$ cat src/rtl/pc_branch_redirect_pkg.sv
// Shared fetch-pipeline definitions: NOP encoding, redirect FSM states, PC step.
package pc_branch_redirect_pkg;
  localparam logic [31:0] NOP_INSTR = 32'h0000_0000;
  localparam int          PC_INC    = 4;

  typedef enum logic {
    ST_RUN   = 1'b0,
    ST_FLUSH = 1'b1
  } redir_state_e;
endpackage

$ cat src/rtl/pc_branch_redirect_ifid_reg.sv
// Generic stage register: kill beats hold; kill clears instr/valid and keeps pc4.
module pc_branch_redirect_ifid_reg
  import pc_branch_redirect_pkg::*;
#(
  parameter int WIDTH = 32
) (
  input  logic             i_clk,
  input  logic             i_reset,
  input  logic             i_hold,
  input  logic             i_kill,
  input  logic [WIDTH-1:0] i_instr,
  input  logic [WIDTH-1:0] i_pc4,
  output logic [WIDTH-1:0] o_instr,
  output logic [WIDTH-1:0] o_pc4,
  output logic             o_valid
);
  logic [WIDTH-1:0] r_instr, r_pc4;
  logic             r_valid;

  always_ff @(posedge i_clk) begin
    if (i_reset) begin
      r_instr <= '0;
      r_pc4   <= '0;
      r_valid <= 1'b0;
    end else if (i_kill) begin
      r_instr <= WIDTH'(NOP_INSTR);
      r_valid <= 1'b0;
    end else if (!i_hold) begin
      r_instr <= i_instr;
      r_pc4   <= i_pc4;
      r_valid <= 1'b1;
    end
  end

  assign o_instr = r_instr;
  assign o_pc4   = r_pc4;
  assign o_valid = r_valid;
endmodule

$ cat src/rtl/pc_branch_redirect.sv
// Fetch-side PC owner: applies EX branch / ID jump redirects and inserts refetch bubbles.
module pc_branch_redirect
  import pc_branch_redirect_pkg::*;
#(
  parameter int               WIDTH       = 32,
  parameter logic [WIDTH-1:0] RESET_PC    = '0,
  parameter int               FLUSH_SLOTS = 1
) (
  input  logic             i_clk,
  input  logic             i_reset,
  input  logic             i_stall,
  input  logic             i_branch_taken,
  input  logic [WIDTH-1:0] i_branch_target,
  input  logic             i_jump,
  input  logic [WIDTH-1:0] i_jump_target,
  input  logic [WIDTH-1:0] i_imem_data,
  output logic [WIDTH-1:0] o_imem_addr,
  output logic [WIDTH-1:0] o_ifid_instr,
  output logic [WIDTH-1:0] o_ifid_pc4,
  output logic             o_ifid_valid,
  output logic             o_redirect_busy,
  output logic             o_misalign_err
);
  localparam logic [1:0] SLOTS = FLUSH_SLOTS[1:0];

  redir_state_e     r_state;
  logic [WIDTH-1:0] r_pc;
  logic [1:0]       r_cnt;
  logic             r_misalign;

  logic             w_redirect, w_flush;
  logic [WIDTH-1:0] w_target, w_pc4;

  // The branch in EX is older than the jump in ID, so it wins.
  assign w_redirect = i_branch_taken | i_jump;
  assign w_target   = i_branch_taken ? i_branch_target : i_jump_target;
  assign w_pc4      = r_pc + WIDTH'(PC_INC);
  assign w_flush    = (r_state == ST_FLUSH);

  always_ff @(posedge i_clk) begin
    if (i_reset) begin
      r_pc       <= RESET_PC;
      r_state    <= ST_RUN;
      r_cnt      <= '0;
      r_misalign <= 1'b0;
    end else if (w_redirect) begin
      r_pc       <= {w_target[WIDTH-1:2], 2'b00};
      r_misalign <= |w_target[1:0];
      if (SLOTS == 2'd0) begin
        r_state <= ST_RUN;
        r_cnt   <= '0;
      end else begin
        r_state <= ST_FLUSH;
        r_cnt   <= SLOTS;
      end
    end else begin
      r_misalign <= 1'b0;
      if (w_flush) begin
        // Bubbles are time-based, so the count runs down even under stall.
        r_cnt <= r_cnt - 2'd1;
        if (r_cnt <= 2'd1) r_state <= ST_RUN;
      end else if (!i_stall) begin
        r_pc <= w_pc4;
      end
    end
  end

  pc_branch_redirect_ifid_reg #(.WIDTH(WIDTH)) u_ifid (
    .i_clk   (i_clk),
    .i_reset (i_reset),
    .i_hold  (i_stall),
    .i_kill  (w_redirect | w_flush),
    .i_instr (i_imem_data),
    .i_pc4   (w_pc4),
    .o_instr (o_ifid_instr),
    .o_pc4   (o_ifid_pc4),
    .o_valid (o_ifid_valid)
  );

  assign o_imem_addr     = r_pc;
  assign o_redirect_busy = w_flush;
  assign o_misalign_err  = r_misalign;
endmodule

$ cat config.mk
export PLATFORM = sky130hd
export DESIGN_NAME = pc_branch_redirect
export DESIGN_NICKNAME = d
export VERILOG_FILES = /design/src/rtl/pc_branch_redirect_pkg.sv /design/src/rtl/pc_branch_redirect_ifid_reg.sv /design/src/rtl/pc_branch_redirect.sv
export SDC_FILE = /design/constraint.sdc
export NUM_CORES = 1
export LEC_CHECK = 0
export CORE_ASPECT_RATIO = 0.5
export CORE_MARGIN = 4
export CORE_UTILIZATION = 47
export DETAILED_ROUTE_END_ITERATION = 10
export PLACE_DENSITY_LB_ADDON = 0.1
export SLEW_MARGIN = 15
export SYNTH_ARGS = -nofsm -noshare
export SYNTH_HDL_FRONTEND = slang
export SYNTH_SLANG_ARGS = --single-unit
$ cat constraint.sdc
create_clock -name i_clk -period 4.9 [get_ports i_clk]
set_clock_uncertainty 0.05 [all_clocks]
set_input_delay 0.98 -clock i_clk [delete_from_list [all_inputs] [get_ports i_clk]]
set_output_delay 0.98 -clock i_clk [all_outputs]
set_load 0.01 [all_outputs]
==> run metrics, run 1 <==
area of the multi-input gates=2720 um^2; yosys warns=0; crit path capture type=register; Leak=0.00251 uW; antenna violations before repair=1; reg-to-reg endpoint=o_imem_addr[28]$_SDFFE_PP0P_; num rows=26; r2r setup slk=2.18 ns; TritonCTS buffer count=9; Post-Synthesis Cell Area=4950 um^2; Layout area overhead=44.1%; post-synth top area cell=dfxtp_1; number of global-route vias before repair=4757; Die Wd=153 um; WHS Path Cells=2; final slew viol count=0; crit path kind=primary input to register; share of layout cells above drive strength 1=0.0564; # hold bufs at CTS=0; flop and latch count out of synthesis=97; CTS tree=yes; Gate Count Post-Synth=577; Clock Tree Root=clkbuf_16; fraction of registers with async set/reset=0; Max Root-Sink Buffers=2; Die Y=80.6 um; total core area=10200 um^2; crit-path cells=clkdlybuf4s50_1 -> buf_4 -> nand2b_1 -> o22a_1 -> or4b_1 -> a31oi_1; CP startpoint kind=primary input; Die ar.=12300 um^2; synth top area cells=dfxtp_1 (39%), mux2i_1 (7.9%), nor2_1 (6.7%); post-route setup slack=1.98 ns; # fillers=862; CP Launch Point=i_branch_taken; # clock sinks=97; Seq/Total Area, Yosys=0.392; largest net degree at the start of global routing=57; main flop type after synthesis=dfxtp_1; Final Cell Area=7140 um^2; routed len/inst=17.4 um; RSZ-0062 raised after global routing=no; Sequential Area=1940 um^2; Worst R2R Path Depth=6; Final ANT Viol Nets=0; first-pass GRT wire length=24700 um; Yosys cell types=64; Slew Limit Headroom=0.372; Reg clk slew, reported paths=0.07 ns; Final min period=2.92 ns; DRT Pass-1 Iters=6; gr ovfl total=0; Final GP Congestion=0.880; Critical Path Max Stage Delay=0.50 ns; crit path to=o_imem_addr[23]$_SDFFE_PP0P_; Initial Utilization=0.483; Synth top cells by count=dfxtp_1 (97), nor2_1 (88), mux2i_1 (39), a211oi_1 (34), nand2_1 (33); MaxCap Viol Count=0; Worst Path Max Fanout=34; Vias/cell=5.61; post-cts resize count=0; Final period util=0.596; P per Cell Area=266 nW/um^2; f_max=0.342 GHz; actual slew at the worst max-slew pin=0.934 ns; post-CTS setup buffers=0; later-pin clock latency in the skew report=0.35 ns; worst reg2reg path startpoint=o_imem_addr[2]$_SDFFE_PP0P_; Post-synth EDFFs=0; vias=4969; Data required, critical path=5.12 ns; H-tree levels=3; Yosys top cell area share=0.392; DRC violations left=0; status=completed; area post-placement=6860 um^2; hold_ws=0.414 ns; drt total wl=15400 um; worst path arrival time=3.14 ns; number of I/O port buffers=195; nets=843; hpwl dp=11100 um; worst vdd rail ir drop=0.000166 V; DR iter-0 viols=298; worst slack at placement=1.63 ns; Final TNS setup=0 ns; Total GRT Usage=0.248; I/O Pins=200; Inserted Diodes=0; count leader, synth=dfxtp_1; Worst Hold Class=register to register; CP max stage cell=clkdlybuf4s50_1; final setup violation count=0; Final Hold Fails=0; mean area per synthesized cell=8.58 um^2
routing by layer:
metal / part of all wire / wire (um) / track usage
met1: 0.44 / 6710 / 0.315
met4: 0.016 / 251 / 0.0711
met3: 0.10 / 1570 / 0.0969
met5: 0.00046 / 7 / 0
met2: 0.44 / 6830 / 0.393
where the power goes:
part	internal [uW]	switching (uW)
combinational	198	147
sequential	823	50.6
clock	350	328
flip-flops by register name, summed over array words and instances (netlist names):
name / cells
r_cnt: 2
o_misalign_err: 1
u_ifid.o_instr: 32
u_ifid.o_valid: 1
o_redirect_busy: 1
o_imem_addr: 30
u_ifid.o_pc4: 30
stage by stage:
step                power, uW  std cells   util
floorplan                1050        580      -
global placement         1230        869  0.669
detailed placement       1230        869  0.669
CTS                      1910        885  0.696
global route             1970        885  0.696
finish                   1900        885  0.696
logic make-up (layout without fill, tap and decap cells):
kind of cell	Yosys count	in the layout	synth area share
AO/OA/AOI/OAI	122	122	0.174
multiplexers	39	39	0.0788
adder cells (fa/ha/maj)	2	2	0.00505
buffers and inverters	60	225	0.0629
XOR/XNOR	33	33	0.0584
AND/OR/NAND/NOR	223	223	0.227
other	1	4	0.000757
flip-flops	97	97	0.392
cell type report:
| type | instances | share of cell area |
|---|---|---|
| clock buffer | 10 | 0.0321 |
| multi-input combinational | 423 | 0.381 |
| tap | 140 | 0.0245 |
| clock inverter | 6 | 0.00684 |
| inverter | 6 | 0.00316 |
| timing repair buffer | 203 | 0.281 |
| sequential | 97 | 0.272 |
worst max-delay path, delay by kind of cell:
family          cells  cell delay, ns
compound gates      2            0.43
buf+inv             2            0.85
simple gates        2            0.87
cells in the final DEF, fill, tap and decap left out, types with 3 or more instances in the layout:
cell type	synthesis	layout
a211oi_1	34	34
a21oi_1	22	22
a221o_1	5	5
a222oi_1	3	3
a22oi_1	9	9
a31oi_1	3	3
and2_1	4	4
and3_1	5	5
and4_1	6	6
buf_4	7	8
clkbuf_16	0	9
clkdlybuf4s50_1	0	193
clkinvlp_4	0	3
conb_1	1	4
dfxtp_1	97	97
inv_1	6	6
inv_6	0	3
mux2i_1	39	39
nand2_1	33	33
nand2b_1	5	5
nand3_1	26	26
nand4_1	9	9
nor2_1	88	87
nor2b_1	3	3
nor3_1	19	19
nor4_1	4	4
o21ai_0	13	13
o22ai_1	9	9
o31a_1	3	3
o31ai_1	3	3
or3_1	4	3
xnor2_1	19	19
xor2_1	14	14
worst min-delay path by stage:
stage / from / to / slack [ns]
after floorplan: u_ifid.o_valid$_SDFFE_PP0N_ / u_ifid.o_valid$_SDFFE_PP0N_ / 0.42
after global placement: u_ifid.o_valid$_SDFFE_PP0N_ / u_ifid.o_valid$_SDFFE_PP0N_ / 0.39
after detailed placement: u_ifid.o_valid$_SDFFE_PP0N_ / u_ifid.o_valid$_SDFFE_PP0N_ / 0.40
after CTS: u_ifid.o_valid$_SDFFE_PP0N_ / u_ifid.o_valid$_SDFFE_PP0N_ / 0.42
after global routing: u_ifid.o_pc4[3]$_SDFFE_PP0P_ / u_ifid.o_pc4[3]$_SDFFE_PP0P_ / 0.44
final: u_ifid.o_valid$_SDFFE_PP0N_ / u_ifid.o_valid$_SDFFE_PP0N_ / 0.41
Note: power is estimated with default switching activity, not from simulation.
==> inputs of run 2 (changes only) <==
--- a/config.mk
+++ b/config.mk
@@ -7,7 +7,7 @@
 export LEC_CHECK = 0
 export CORE_ASPECT_RATIO = 0.5
 export CORE_MARGIN = 4
-export CORE_UTILIZATION = 47
+export CORE_UTILIZATION = 44
 export DETAILED_ROUTE_END_ITERATION = 10
 export PLACE_DENSITY_LB_ADDON = 0.1
 export SLEW_MARGIN = 15
==> constraint.sdc (replaced) <==
create_clock -name i_clk -period 2.85 [get_ports i_clk]
set_clock_uncertainty 0.05 [all_clocks]
set_input_delay 0.57 -clock i_clk [delete_from_list [all_inputs] [get_ports i_clk]]
set_output_delay 0.57 -clock i_clk [all_outputs]
set_load 0.01 [all_outputs]
==> run metrics, run 2 (synthesized netlist as in run 1, its figures left out) <==
post-CTS setup buffers=0 (unchanged); Critical Path Max Stage Delay=0.67 ns (+0.17 ns); Net Sw Frac=0.262 (-0.0155); Slew Limit Headroom=0.575 (+0.203); TritonCTS buffer count=9 (unchanged); Largest register FFs=32 (unchanged); gr ovfl total=0 (unchanged); # clock sinks=97 (unchanged); MaxCap Viol Count=0 (unchanged); Final GP Congestion=0.832 (-5.5%); CP startpoint kind=register; sequential share of power=0.426 (-0.035); later-pin clock latency in the skew report=0.35 ns (about the same); actual slew at the worst max-slew pin=0.631 ns (-0.303 ns); Final ANT Viol Nets=0 (unchanged); final slew viol count=0 (unchanged); Die ar.=13100 um^2 (+6.3%); CP max stage cell=or4_4; P per Cell Area=474 nW/um^2 (+78%); Worst Hold Class=register to register; commonest cells after routing, fill and taps aside=clkdlybuf4s50_1 (193), dfxtp_1 (97), nor2_1 (87), mux2i_1 (39), a211oi_1 (34); H-tree levels=3 (unchanged); # fillers=928 (+7.7%); DR iter-0 viols=307 (+3.0%); DRT Pass-1 Iters=5 (-1); Clock Tree Root=clkbuf_16; Final Hold Fails=0 (unchanged); worst reg2reg path startpoint=o_imem_addr[4]$_SDFFE_PP0P_; Clk network pwr share=0.392 (+0.034); number of I/O port buffers=195 (unchanged); post-cts resize count=0 (unchanged); final cell utilization of the core=0.670 (-0.0260); Final period util=0.846; CTS tree=yes; crit-path cells=nand3_2 -> or4_4 -> nor4_4 -> mux2i_1 -> a2111oi_2; Data required, critical path=3.04 ns (-2.08 ns); Initial Utilization=0.451 (-0.0322); crit path kind=register to register; Worst Path Max Fanout=10 (-71%); nets=863 (+2.4%); Vias/cell=5.55 (-1.1%); hpwl dp=11800 um (+6.2%); largest net degree at the start of global routing=51 (-11%); DRC violations left=0 (unchanged); status=completed; I/O Pins=200 (unchanged); Total GRT Usage=0.235 (-0.0124); final setup violation count=0 (unchanged); Die Y=83.0 um (+3.0%); startpoint of the worst hold path=u_ifid.o_valid$_SDFFE_PP0N_; number of global-route vias before repair=4847 (+1.9%); first-pass GRT wire length=25000 um (+1.1%); f_max=0.415 GHz; internal cell power=2580 uW (+88%); total core area=11000 um^2 (+7.1%); worst path arrival time=2.61 ns (-0.53 ns); part of the power in combinational logic=0.182 (about the same); share of layout cells above drive strength 1=0.0810 (+0.0247); CP Launch Point=o_imem_addr[4]$_SDFFE_PP0P_; crit path capture type=register; Max Root-Sink Buffers=2 (unchanged); Die Wd=158 um (+3.2%); Final min period=2.41 ns; Final TNS setup=0 ns (unchanged); routed len/inst=17.6 um (+1.6%); num rows=27 (+3.8%); drt total wl=16000 um (+4.5%); Leak=0.00266 uW (+5.6%); RSZ-0062 raised after global routing=no; Layout area overhead=48.7%; worst vdd rail ir drop=0.000307 V (+84%); commonest non-fill, non-tap cell in the layout=clkdlybuf4s50_1; Inserted Diodes=0 (unchanged); Reg clk slew, reported paths=0.07 ns (about the same); vias=5053 (+1.7%); NetSw=914 uW (+74%); antenna violations before repair=0 (-1); # hold bufs at CTS=0 (unchanged)
==> run 2: cell types whose count changed in the layout (fill, tap and decap cells not counted), sizes merged <==
cell	before	now
bufinv	0	2
clkinv	0	1
buf	10	30
clkinvlp	3	0
==> run 2: area by class of cell <==
type,instances,area [um^2],area share
Multi-Input combinational cell,423,2720,0.369
Timing Repair Buffer,223,2160,0.294
Sequential cell,97,1940,0.264
Clock buffer,10,239,0.0325
Tap cell,145,181,0.0246
Clock inverter,6,95.1,0.0129
Inverter,6,22.5,0.00306
==> run 2: stage by stage <==
| stage | setup WS [ns] | cell area [um^2] | instances | hold slack [ns] | power [uW] |
|---|---|---|---|---|---|
| 2_1_floorplan | 0.544 | 4960 | 580 | 0.424 | 1810 |
| 3_3_place_gp | 0.348 | 7030 | 894 | 0.389 | 2140 |
| 3_5_place_dp | 0.319 | 7030 | 894 | 0.393 | 2150 |
| 4_1_cts | 0.447 | 7360 | 910 | 0.406 | 3510 |
| 5_1_grt | 0.316 | 7360 | 910 | 0.431 | 3620 |
| 6_report | 0.439 | 7360 | 910 | 0.403 | 3490 |
==> run 2: path summary, 6_finish.rpt <==
path,slack [ns],depth (start not counted),to
max,0.44,5,o_imem_addr[27]$_SDFFE_PP0P_
min,0.40,2,u_ifid.o_valid$_SDFFE_PP0N_
max reg2reg,0.44,5,o_imem_addr[27]$_SDFFE_PP0P_
min reg2reg,0.40,2,u_ifid.o_valid$_SDFFE_PP0N_
==> run 2: layer usage <==
metal | part of all wire | track usage | vias to the layer above
li1 | - | - | 2445
met1 | 0.43 | 0.302 | 2353
met2 | 0.45 | 0.380 | 242
met3 | 0.10 | 0.0849 | 13
met4 | 0.0088 | 0.0534 | 0
met5 | 0 | 0 | -
==> run 2: power groups by stage <==
stage | sequential (uW) | clock (uW) | combinational (uW)
finish | 1490 | 1370 | 635
global route | 1500 | 1440 | 684
CTS | 1490 | 1390 | 634
detailed placement | 1520 | 0 | 631
global placement | 1520 | 0 | 624
floorplan | 1520 | 0 | 288
==> run 2: critical path: cells and delay by family, from the launching register on <==
family,cells,cell delay (ns)
and+or+nand+nor,3,1.24
AOI/OAI and AO/OA,1,0.34
muxes,1,0.14
DFF,1,0.53
==> inputs of run 3 (changes only) <==
==> constraint.sdc (replaced) <==
create_clock -name i_clk -period 2.5 [get_ports i_clk]
set_clock_uncertainty 0.05 [all_clocks]
set_input_delay 0.5 -clock i_clk [delete_from_list [all_inputs] [get_ports i_clk]]
set_output_delay 0.5 -clock i_clk [all_outputs]
set_load 0.01 [all_outputs]
==> run metrics, run 3 (synthesized netlist as in run 1, its figures left out) <==
status=completed; Max Root-Sink Buffers=2 (unchanged); Worst Path Buf+Inv=0 (unchanged); Layout area overhead=49.5%; Final period util=0.924 (+0.0785); H-tree levels=3 (unchanged); Final GP Congestion=0.888 (+6.7%); Final Power=3780 uW (+8.2%); Final min period=2.31 ns (-0.0999 ns); crit path kind=register to register; number of global-route vias before repair=4976 (+2.7%); gr ovfl total=0 (unchanged); final slew viol count=0 (unchanged); startpoint of the worst hold path=u_ifid.o_valid$_SDFFE_PP0N_; # hold bufs at CTS=0 (unchanged); Die ar.=13100 um^2 (unchanged); Worst Hold Class=register to register; DRC violations left=0 (unchanged); # clock sinks=97 (unchanged); Worst Path Max Fanout=10 (unchanged); WHS Path Cells=2 (unchanged); hpwl dp=12000 um (+2.1%); Worst path depth=5 (unchanged); MaxCap Viol Count=0 (unchanged); num rows=27 (unchanged); worst path arrival time=2.50 ns (-0.11 ns); DRT Pass-1 Iters=5 (unchanged); f_max=0.433 GHz (+4.3%); final setup violation count=0 (unchanged); # fillers=913 (-1.6%); dpl cells=905 (+1.2%); P per Cell Area=511 nW/um^2 (+7.6%); vias=5072 (+0.38%); Final TNS setup=0 ns (unchanged); share of layout cells above drive strength 1=0.0954 (+0.0143); final cell utilization of the core=0.674 (+0.00365); first-pass GRT wire length=25700 um (+3.0%); total core area=11000 um^2 (unchanged); Initial Utilization=0.451 (unchanged); Worst R2R Path Depth=5 (unchanged); Leak=0.00269 uW (+1.2%); commonest non-fill, non-tap cell in the layout=clkdlybuf4s50_1; Die Wd=158 um (unchanged); Largest register FFs=32 (unchanged); worst reg2reg path startpoint=o_imem_addr[11]$_SDFFE_PP0P_; CP startpoint kind=register; RSZ-0062 raised after global routing=no; Reg clk slew, reported paths=0.07 ns (about the same); commonest cells after routing, fill and taps aside=clkdlybuf4s50_1 (193), dfxtp_1 (97), nor2_1 (87), mux2i_1 (39), buf_4 (38); Die Y=83.0 um (unchanged); CP Launch Point=o_imem_addr[11]$_SDFFE_PP0P_; actual slew at the worst max-slew pin=0.542 ns (-0.0893 ns); crit path capture type=register; Data required, critical path=2.69 ns (-0.35 ns); TritonCTS buffer count=9 (unchanged); crit-path cells=nand3_1 -> or4_4 -> nor4_4 -> mux2i_1 -> a2111oi_2; Final ANT Viol Nets=0 (unchanged); CTS tree=yes; Slew Limit Headroom=0.639 (+0.0634); non-filler cells, final=921 (+1.2%); area post-placement=7110 um^2 (+1.2%); DR iter-0 viols=328 (+6.8%); routed len/inst=17.5 um (-0.94%); post-CTS setup buffers=0 (unchanged); Final Cell Area=7400 um^2 (+0.54%); Total GRT Usage=0.241 (+0.00550); Critical Path Max Stage Delay=0.65 ns (-0.02 ns); CP max stage cell=or4_4; nets=874 (+1.3%); cell family with most CP delay=simple AND/OR/NAND/NOR gates; worst vdd rail ir drop=0.000359 V (+17%); antenna violations before repair=0 (unchanged); Final Hold Fails=0 (unchanged); largest net degree at the start of global routing=57 (+12%); later-pin clock latency in the skew report=0.34 ns (about the same); post-cts resize count=0 (unchanged); I/O Pins=200 (unchanged); number of I/O port buffers=195 (unchanged); drt total wl=16100 um (+0.26%); Inserted Diodes=0 (unchanged); Clock Tree Root=clkbuf_16; Vias/cell=5.51 (-0.82%)
## run 3: layout make-up
class	count	area [um^2]	area share
multi-input combinational	423	2720	0.368
sequential	97	1940	0.262
inverter	6	22.5	0.00304
clock buffer	9	225	0.0304
timing repair buffer	234	2250	0.304
tap	145	181	0.0245
clock inverter	7	60.1	0.00811
## run 3: worst min-delay path, cell delays in order, from the launching register on
cell,delay (ns)
dfxtp_1,0.31
inv_1,0.05
a21oi_1,0.05
## run 3: routing by layer
metal / part of all wire / GRT usage / routed length [um]
met1: 0.43 / 0.326 / 6960
met2: 0.46 / 0.380 / 7350
met3: 0.10 / 0.0822 / 1670
met4: 0.0070 / 0.0402 / 112
met5: 0 / 0 / 0
## run 3: power breakdown
part / total (uW) / switching (uW) / leakage, uW / internal (uW)
Combinational: 742 / 323 / 0.00175 / 419
Sequential: 1690 / 78.4 / 0.000792 / 1610
Clock: 1350 / 651 / 0.000143 / 695
Total: 3780 / 1050 / 0.00269 / 2730
## run 3: stage by stage
stage / hold slack (ns) / setup WS, ns
floorplan: 0.424 / 0.264
global placement: 0.386 / 0.111
detailed placement: 0.400 / 0.0958
CTS: 0.411 / 0.154
global route: 0.426 / 0.0549
finish: 0.407 / 0.189
## run 3: worst paths after layout
check | endpoint | slack [ns]
setup / recovery | o_imem_addr[27]$_SDFFE_PP0P_ | 0.19
hold / removal | u_ifid.o_valid$_SDFFE_PP0N_ | 0.41
setup reg to reg | o_imem_addr[27]$_SDFFE_PP0P_ | 0.19
hold reg to reg | u_ifid.o_valid$_SDFFE_PP0N_ | 0.41
